<file path="src/rtl/ring_serializer.sv">
// -----------------------------------------------------------------------------
// ring_serializer
//
// Parallel-to-serial converter driven by a one-hot "ring" phase register.
// A word is captured on an accept edge and sent MSB first. The current bit is
// selected by AND-ing the stored word with the one-hot phase and OR-reducing
// the result. Each transfer rotates the phase one position towards bit 0. When
// the phase reaches bit 0, that transfer is the last one for the word. A new
// word may be accepted on that same edge, so consecutive words leave no gap.
//
// Handshake (valid/ready):
//   - Load side: a word is taken on a posedge where ld=1 and ready=1. When
//     ready=0, ld is ignored and nothing is queued.
//   - Serial side: a bit transfers on a posedge where sout_valid=1. There is
//     no downstream ready. hold=1 freezes the current bit and drops
//     sout_valid for that cycle.
//
// Parameters
//   N           word width, which is also the number of ring phases (N >= 2)
//
// Ports
//   clk         clock; all state changes happen on the posedge
//   clr_n       synchronous active-low reset
//   ld          load request
//   d_in[N-1:0] parallel word; sampled only on the accept edge
//   hold        stall request; freezes phase, stored word and state
//   ready       block can accept a word this cycle
//   sout        serial data bit, MSB first
//   sout_valid  sout carries a valid bit this cycle
//   phase       one-hot ring position of the current bit (all-zero when idle)
//   done        registered one-cycle pulse after the last bit of a word
// -----------------------------------------------------------------------------
module ring_serializer #(
   parameter int N = 8
) (
   input  logic         clk,
   input  logic         clr_n,
   input  logic         ld,
   input  logic [N-1:0] d_in,
   input  logic         hold,
   output logic         ready,
   output logic         sout,
   output logic         sout_valid,
   output logic [N-1:0] phase,
   output logic         done
);

   typedef enum logic {
      IDLE  = 1'b0,
      SHIFT = 1'b1
   } state_t;

   // Phase value for the first (MSB) bit of a word.
   localparam logic [N-1:0] PHASE_FIRST = {1'b1, {(N-1){1'b0}}};

   state_t       state;
   logic [N-1:0] word;

   logic in_shift;
   logic transfer;
   logic last_xfer;
   logic accept;

   assign in_shift  = (state == SHIFT);
   assign transfer  = in_shift & ~hold;
   assign last_xfer = transfer & phase[0];

   // While idle the block is always ready. While shifting it is ready only
   // on the last-transfer cycle. This lets the next word follow directly.
   assign ready  = ~in_shift | last_xfer;
   assign accept = ld & ready;

   assign sout_valid = transfer;
   // The explicit in_shift gate keeps sout at 0 in IDLE. It does not rely on
   // phase already being zero there.
   assign sout = in_shift & (|(word & phase));

   always_ff @(posedge clk) begin
      if (!clr_n) begin
         state <= IDLE;
         phase <= '0;
         word  <= '0;
         done  <= 1'b0;
      end else begin
         // done tracks the last-transfer edge, including the back-to-back
         // case, and holds for exactly the following cycle.
         done <= last_xfer;
         case (state)
            IDLE: begin
               // hold has no effect in IDLE.
               if (accept) begin
                  word  <= d_in;
                  phase <= PHASE_FIRST;
                  state <= SHIFT;
               end
            end
            SHIFT: begin
               if (transfer) begin
                  if (phase[0]) begin
                     if (accept) begin
                        // Back-to-back reload: stay in SHIFT, no idle gap.
                        word  <= d_in;
                        phase <= PHASE_FIRST;
                     end else begin
                        phase <= '0;
                        state <= IDLE;
                     end
                  end else begin
                     phase <= {1'b0, phase[N-1:1]};
                  end
               end
            end
         endcase
      end
   end

endmodule

</file>
<file path="config.mk">
export PLATFORM = sky130hd
export DESIGN_NAME = ring_serializer
export DESIGN_NICKNAME = d
export VERILOG_FILES = /design/src/rtl/ring_serializer.sv
export SDC_FILE = /design/constraint.sdc
export NUM_CORES = 1
export LEC_CHECK = 0
export BUFFER_PORTS_ARGS = -buffer_cell sky130_fd_sc_hd__buf_2
export CAP_MARGIN = 40
export CORE_AREA = 2 2 44 46
export CTS_BUF_LIST = sky130_fd_sc_hd__clkbuf_8
export CTS_CLUSTER_DIAMETER = 60
export CTS_CLUSTER_SIZE = 10
export DETAILED_ROUTE_END_ITERATION = 7
export DIE_AREA = 0 0 46 48
export PLACE_DENSITY_LB_ADDON = 0.05
export SLEW_MARGIN = 20
export SYNTH_ARGS = -nofsm -noshare
export SYNTH_HDL_FRONTEND = slang
export SYNTH_SLANG_ARGS = --single-unit
</file>
<file path="constraint.sdc">
create_clock -name clk -period 1.3 [get_ports clk]
set_input_delay 0.13 -clock clk [delete_from_list [all_inputs] [get_ports clk]]
set_output_delay 0.13 -clock clk [all_outputs]
set_load 0.1 [all_outputs]
</file>
==> results_tabular.tex, run 1 <==
\begin{tabular}{lr}
\hline
Metric & Value \\
\hline
\multicolumn{2}{l}{\textbf{Floorplan}} \\
\quad Initial core utilization & 0.476 \\
\quad Standard-cell row count & 15 \\
\quad Core area & 1690 um2 \\
\quad Floorplan die height & 48 um \\
\quad IO Pins & 24 \\
\quad Die area & 2210 um2 \\
\quad Horiz. Die Dim & 46 um \\
\multicolumn{2}{l}{\textbf{Pwr}} \\
\quad P per Cell Area & 1040 nW/um2 \\
\quad Proportion of power drawn by flip-flops and latches & 0.505 \\
\quad Leakage power & 0.000446 uW \\
\quad Clock share of power & 0.334 \\
\quad IR Drop Worst-Case VDD & 0.000665 V \\
\quad Combinational cell fraction of total power & 0.161 \\
\quad Cell-internal power & 841 uW \\
\quad Total Power Consumption & 1140 uW \\
\quad Net switching fraction of the power & 0.265 \\
\quad Psw & 304 uW \\
\multicolumn{2}{l}{\textbf{Synth}} \\
\quad Synth Area in XOR/XNOR & 0 \\
\quad Most frequently used flop master after synthesis & sky130\_fd\_sc\_hd\_\_dfxtp\_1 \\
\quad Post-synthesis cell area & 803 um2 \\
\quad Syn Area/Cell & 9.80 um2 \\
\quad Number of unique standard cell types used by synthesis & 21 \\
\quad Syn\_nets & 94 \\
\quad Number of enable-type register cells in the synthesized netlist & 0 \\
\quad Synth area leader & sky130\_fd\_sc\_hd\_\_dfxtp\_1 \\
\quad Area share of the largest cell type after synthesis & 0.449 \\
\quad Simple-gate portion of the synthesized area & 0.237 \\
\quad Share of synthesized cell area in full adder, half adder and majority cells & 0 \\
\quad Proportion of synthesized flip-flops having asynchronous set or reset & 0 \\
\quad Post-synthesis sequential element count & 18 \\
\quad Post-synthesis mux area share & 0.0997 \\
\quad Synth area leaders & sky130\_fd\_sc\_hd\_\_dfxtp\_1 45\%, sky130\_fd\_sc\_hd\_\_mux2i\_1 10\%, sky130\_fd\_sc\_hd\_\_nand2\_1 7.9\% \\
\quad Compound-cell area share of the yosys netlist & 0.148 \\
\quad Combinational family with the most area after synthesis & simple AND/OR/NAND/NOR gates \\
\quad Total number of yosys warnings & 0 \\
\quad Share of the yosys chip area belonging to registers & 0.449 \\
\quad Syn Inst Count & 82 \\
\multicolumn{2}{l}{\textbf{Detailed routing}} \\
\quad Iteration count of the initial detailed-routing pass & 3 \\
\quad Total length of routed wires & 1640 um \\
\quad Number of remaining DRC errors & 0 \\
\quad Starting DRT DRC Count & 4 \\
\quad Average wire per cell in the routed design & 13.3 um \\
\quad Antenna-violating nets left & 0 \\
\quad Total number of vias & 647 \\
\quad Per-cell via count in the routed design & 5.26 \\
\multicolumn{2}{l}{\textbf{Clocking}} \\
\quad Clock tree from TritonCTS & built \\
\quad \# H-tree levels & 1 \\
\quad Longest Clk Path Bufs & 2 \\
\quad CTS clock-pin slew for the worst setup and hold paths & 0.07 ns \\
\quad CTS sink cnt & 18 \\
\quad Cts bufs inserted & 3 \\
\quad Latest clock arrival within the worst-skew pair & 0.25 ns \\
\quad Clock Root Buffer & sky130\_fd\_sc\_hd\_\_clkbuf\_8 \\
\multicolumn{2}{l}{\textbf{Layout}} \\
\quad Share of final-layout standard cells stronger than drive strength 1 & 0.491 \\
\quad P\&R area growth vs syn & 37.5\% \\
\quad Final cell count without fillers & 123 \\
\quad Number of antenna cells inserted & 0 \\
\quad Layout net count & 119 \\
\multicolumn{2}{l}{\textbf{Worst setup path}} \\
\quad Crit path max-delay cell type & sky130\_fd\_sc\_hd\_\_dfxtp\_4 \\
\quad Maximum fanout along the worst path & 4 \\
\quad Data arrival time of the critical path & 1.16 ns \\
\quad Kind of capture point of the worst setup path & output port \\
\quad Type of origin of the critical path & flip-flop \\
\quad Worst Path Class, Setup & flip-flop to output port \\
\quad Largest stage delay on the critical path & 0.36 ns \\
\quad Required time of the worst setup path & 1.17 ns \\
\quad Ordered list of cells on the worst path & a22oi\_2 > a41oi\_4 > buf\_12 \\
\multicolumn{2}{l}{\textbf{STA}} \\
\quad Largest clock skew in the final design & 0.00198 ns \\
\quad Transition time at the pin with the least slew margin & 0.492 ns \\
\quad Minimum period implied by the final worst setup slack & 1.29 ns \\
\quad Worst setup slack after layout & 0.00756 ns \\
\quad Fmax & 774 MHz \\
\quad Final-report max-slew violation count & 0 \\
\quad Setup repair after global routing missed its margin & yes \\
\quad Summed negative setup slack over all endpoints & 0 ns \\
\quad Final setup viols & 0 \\
\quad Number of endpoints with negative hold slack in the final report & 0 \\
\quad Max\_slew headroom & 0.674 \\
\quad Tcrit/Tclk final & 0.994 \\
\multicolumn{2}{l}{\textbf{Place}} \\
\quad Place WS & 0.125 ns \\
\quad Post-placement cell count & 117 \\
\quad PortBufs & 23 \\
\quad Detailed Place HPWL & 1120 um \\
\quad Gpl congestion & 0.738 \\
\multicolumn{2}{l}{\textbf{GRT}} \\
\quad Number of antenna violations at the first check in global routing & 0 \\
\quad Largest net degree at the start of global routing & 27 \\
\quad Remaining global-route overflow & 0 \\
\quad Number of global-route vias before repair & 547 \\
\quad Wire length of the first global-routing pass & 2470 um \\
\quad Gr usage total & 0.158 \\
\multicolumn{2}{l}{\textbf{Min path}} \\
\quad Type of the tightest min-delay check & input port to flip-flop \\
\multicolumn{2}{l}{\textbf{Run status}} \\
\quad Run status & finished, final reports clean \\
\multicolumn{2}{l}{\textbf{Run}} \\
\quad Number of max-cap violations & 0 \\
\hline
\end{tabular}
cell type report:
| cell class | instances | area, um2 |
|---|---|---|
| sequential | 18 | 394 |
| multi-input combinational | 56 | 438 |
| inverter | 2 | 11.3 |
| tap | 17 | 21.3 |
| fill | 155 | 584 |
| clock buffer | 3 | 41.3 |
| timing repair buffer | 26 | 195 |
| clock inverter | 1 | 3.75 |
flip-flops by register name (all words and copies together), names as in the netlist:
signal and flops:
phase 8, in_shift 1, done 1, word 8
placed cells by master, fill, tap and decap left out, drive strengths merged:
cell,count
a21oi,1
clkbuf,3
and4bb,2
buf,26
nand2,17
mux2i,8
o21a,1
nor2b,8
nand2b,3
clkinvlp,1
inv,1
dfxtp,18
a32oi,5
nor3b,1
a41oi,1
a21boi,1
clkinv,1
a31oi,2
a22oi,4
and3,2
per-layer routing:
| layer | GRT usage | routed length, um | share of wire |
|---|---|---|---|
| met1 | 0.220 | 808 | 0.49 |
| met2 | 0.242 | 765 | 0.47 |
| met3 | 0.0113 | 49 | 0.030 |
| met4 | 0.0857 | 12 | 0.0073 |
| met5 | 0 | 0 | 0 |
metrics by stage:
step           hold WS (ns)  instance area [um2]   util
6_report              0.121                 1100  0.654
4_1_cts               0.113                 1080  0.642
3_5_place_dp          0.383                 1020  0.607
3_3_place_gp          0.376                 1020  0.607
2_1_floorplan         0.268                  870      -
5_1_grt               0.133                 1100  0.654
final timing paths:
| kind | startpoint | endpoint | slack (ns) | cells past startpoint |
|---|---|---|---|---|
| hold reg to reg | word[7] | word[7] | 0.47 | 2 |
| setup / recovery | phase[7] | sout | 0.008 | 3 |
| hold / removal | d_in[1] | word[1] | 0.12 | 3 |
| setup reg to reg | phase[0] | word[4] | 0.11 | 5 |
cell families after synthesis:
| logic type | Yosys count |
|---|---|
| flip-flops | 18 |
| buffers and inverters | 8 |
| multiplexers | 8 |
| AO/OA/AOI/OAI | 15 |
| AND/OR/NAND/NOR | 33 |
cells in the mapped netlist (2+ instances only):
master                     count
sky130_fd_sc_hd__a31oi_1       2
sky130_fd_sc_hd__a32oi_1       5
sky130_fd_sc_hd__mux2i_1       8
sky130_fd_sc_hd__dfxtp_1      18
sky130_fd_sc_hd__inv_1         2
sky130_fd_sc_hd__buf_6         3
sky130_fd_sc_hd__a22oi_1       4
sky130_fd_sc_hd__clkbuf_1      2
sky130_fd_sc_hd__and4bb_2      2
sky130_fd_sc_hd__nand2b_1      2
sky130_fd_sc_hd__nand2_1      17
sky130_fd_sc_hd__nor2b_1       8
worst max-delay path: cells and delay by family (launching register included):
family	cells	cell delay, ns
buf+inv	1	0.19
flops	1	0.36
compound gates	2	0.36
power groups by stage:
stage	registers, uW	clock network (uW)	logic (uW)
2_1_floorplan	607	0	114
3_3_place_gp	587	0	179
3_5_place_dp	589	0	181
4_1_cts	577	399	183
5_1_grt	580	412	198
6_report	578	382	184
what timing repair did:
item                                   in CTS  in global routing
hold buffers                                0                  0
buffers inserted                            0                  2
endpoints found under the hold margin       0                  0
gates resized for setup                     4                  1
cloned                                      0                  0
pin swaps                                   2                  3
setup endpoints to repair                   2                  2
No activity file was read; power rests on OpenSTA's default activity.
==> run 2, diff against run 1 <==
--- a/config.mk
+++ b/config.mk
@@ -14,6 +14,7 @@
 export DETAILED_ROUTE_END_ITERATION = 7
 export DIE_AREA = 0 0 46 48
 export PLACE_DENSITY_LB_ADDON = 0.05
+export REMOVE_ABC_BUFFERS = 1
 export SLEW_MARGIN = 20
 export SYNTH_ARGS = -nofsm -noshare
 export SYNTH_HDL_FRONTEND = slang
==> results_tabular.tex, run 2 (synthesized netlist as in run 1, its figures left out) <==
\begin{tabular}{lr}
\hline
Metric & Value \\
\hline
\multicolumn{2}{l}{\textbf{STA}} \\
\quad Transition time at the pin with the least slew margin & 0.484 ns \\
\quad Max\_slew headroom & 0.679 \\
\quad Largest clock skew in the final design & 0.00277 ns \\
\quad Final setup viols & 0 \\
\quad Summed negative setup slack over all endpoints & 0 ns \\
\quad Final-report max-slew violation count & 0 \\
\quad Number of endpoints with negative hold slack in the final report & 0 \\
\quad Tcrit/Tclk final & 0.978 \\
\quad Worst setup slack after layout & 0.0283 ns \\
\quad Minimum period implied by the final worst setup slack & 1.27 ns \\
\quad Setup repair after global routing missed its margin & yes \\
\quad Tightest hold margin & 0.120 ns \\
\quad Fmax & 786 MHz \\
\multicolumn{2}{l}{\textbf{Detailed routing}} \\
\quad Total length of routed wires & 1600 um \\
\quad Starting DRT DRC Count & 6 \\
\quad Total number of vias & 657 \\
\quad Number of remaining DRC errors & 0 \\
\quad Antenna-violating nets left & 0 \\
\quad Per-cell via count in the routed design & 5.39 \\
\quad Average wire per cell in the routed design & 13.1 um \\
\quad Iteration count of the initial detailed-routing pass & 4 \\
\multicolumn{2}{l}{\textbf{Worst setup path}} \\
\quad Ordered list of cells on the worst path & a22oi\_2 > a41oi\_2 > buf\_12 \\
\quad Required time of the worst setup path & 1.17 ns \\
\quad Maximum fanout along the worst path & 4 \\
\quad Data arrival time of the critical path & 1.14 ns \\
\quad WP buf/inv & 1 \\
\quad Crit path max-delay cell type & sky130\_fd\_sc\_hd\_\_dfxtp\_2 \\
\quad Worst Path Class, Setup & flip-flop to output port \\
\quad Kind of capture point of the worst setup path & output port \\
\quad Crit path max-delay family & compound AO/OA/AOI/OAI gates \\
\quad Largest stage delay on the critical path & 0.34 ns \\
\quad Type of origin of the critical path & flip-flop \\
\multicolumn{2}{l}{\textbf{Pwr}} \\
\quad Net switching fraction of the power & 0.260 \\
\quad IR Drop Worst-Case VDD & 0.000631 V \\
\quad Psw & 298 uW \\
\quad Leakage power & 0.000448 uW \\
\quad Combinational cell fraction of total power & 0.158 \\
\quad P per Cell Area & 1060 nW/um2 \\
\quad Cell-internal power & 848 uW \\
\quad Proportion of power drawn by flip-flops and latches & 0.514 \\
\quad Clock share of power & 0.328 \\
\multicolumn{2}{l}{\textbf{Clocking}} \\
\quad CTS clock-pin slew for the worst setup and hold paths & 0.07 ns \\
\quad CTS sink cnt & 18 \\
\quad Longest Clk Path Bufs & 2 \\
\quad \# H-tree levels & 1 \\
\quad Cts bufs inserted & 3 \\
\quad Clock Root Buffer & sky130\_fd\_sc\_hd\_\_clkbuf\_8 \\
\quad Latest clock arrival within the worst-skew pair & 0.25 ns \\
\quad Clock tree from TritonCTS & built \\
\quad \# hold bufs at CTS & 0 \\
\multicolumn{2}{l}{\textbf{Layout}} \\
\quad P\&R area growth vs syn & 34.4\% \\
\quad Number of filler instances in the final layout & 147 \\
\quad Core occupancy in the finished layout & 0.639 \\
\quad Final cell count without fillers & 122 \\
\quad Share of final-layout standard cells stronger than drive strength 1 & 0.486 \\
\quad Layout net count & 119 \\
\quad Commonest cells after routing, fill and taps aside & 19 x sky130\_fd\_sc\_hd\_\_buf\_2, 17 x sky130\_fd\_sc\_hd\_\_nand2\_1, 8 x sky130\_fd\_sc\_hd\_\_nor2b\_1, 8 x sky130\_fd\_sc\_hd\_\_mux2i\_1, 8 x sky130\_fd\_sc\_hd\_\_dfxtp\_1 \\
\quad Registers with the most flip-flops & phase: 8 flops, word: 8 flops \\
\quad Number of antenna cells inserted & 0 \\
\quad Commonest non-fill, non-tap cell in the layout & sky130\_fd\_sc\_hd\_\_buf\_2 \\
\multicolumn{2}{l}{\textbf{Min path}} \\
\quad Type of the tightest min-delay check & input port to flip-flop \\
\multicolumn{2}{l}{\textbf{Floorplan}} \\
\quad IO Pins & 24 \\
\quad Core area & 1690 um2 \\
\quad Die area & 2210 um2 \\
\quad Horiz. Die Dim & 46 um \\
\quad Floorplan die height & 48 um \\
\quad Initial core utilization & 0.476 \\
\quad Standard-cell row count & 15 \\
\multicolumn{2}{l}{\textbf{Place}} \\
\quad Detailed Place HPWL & 1160 um \\
\quad Post-placement cell count & 119 \\
\quad Place WS & 0.0808 ns \\
\quad Gpl congestion & 0.740 \\
\quad PortBufs & 23 \\
\multicolumn{2}{l}{\textbf{GRT}} \\
\quad Largest net degree at the start of global routing & 27 \\
\quad Number of antenna violations at the first check in global routing & 0 \\
\quad Wire length of the first global-routing pass & 2640 um \\
\quad Remaining global-route overflow & 0 \\
\quad Number of global-route vias before repair & 599 \\
\quad Gr usage total & 0.168 \\
\multicolumn{2}{l}{\textbf{Run status}} \\
\quad Run status & finished, final reports clean \\
\multicolumn{2}{l}{\textbf{Run}} \\
\quad Number of max-cap violations & 0 \\
\hline
\end{tabular}
run 2: path summary, 6_finish.rpt:
path | slack [ns] | start | depth (start not counted) | endpoint
hold reg to reg | 0.46 | word[6] | 2 | word[6]
setup / recovery | 0.03 | phase[7] | 3 | sout
hold / removal | 0.12 | d_in[5] | 3 | word[5]
setup reg to reg | 0.17 | in_shift | 3 | phase[7]
run 2: power groups by stage:
stage               clock network (uW)  logic (uW)  registers, uW
floorplan                            0        88.5            618
global placement                     0         179            600
CTS                                389         183            590
global route                       415         196            590
finish                             376         181            588
detailed placement                   0         181            600
run 2: cell type report:
type	count	area [um2]	area share
Inverter	2	7.51	0.00695
Multi-Input combinational cell	56	419	0.388
Clock buffer	3	41.3	0.0382
Tap cell	17	21.3	0.0197
Timing Repair Buffer	26	210	0.195
Sequential cell	18	380	0.352
run 2: metrics by stage:
| stage | area [um2] | total power [uW] |
|---|---|---|
| finish | 1080 | 1150 |
| CTS | 1050 | 1160 |
| detailed placement | 988 | 781 |
| global placement | 988 | 778 |
| global route | 1080 | 1200 |
| floorplan | 757 | 707 |
run 2: repair_timing:
item / CTS / global route
endpoints found under the hold margin: 0 / 0
pin swaps: 0 / 3
buffers inserted: 0 / 0
endpoints found under the setup margin: 2 / 2
resized for setup: 5 / 14
run 2: worst min-delay path: cells and delay by family:
kind / cells / cell delay [ns]
simple gates: 1 / 0.04
buf+inv: 1 / 0.09
mux: 1 / 0.05
run 2: routing by layer:
layer,GRT usage,share of wire,routed length [um]
met1,0.220,0.48,768
met3,0.0340,0.031,50
met2,0.261,0.48,767
met5,0,0,0
met4,0.0857,0.0094,15
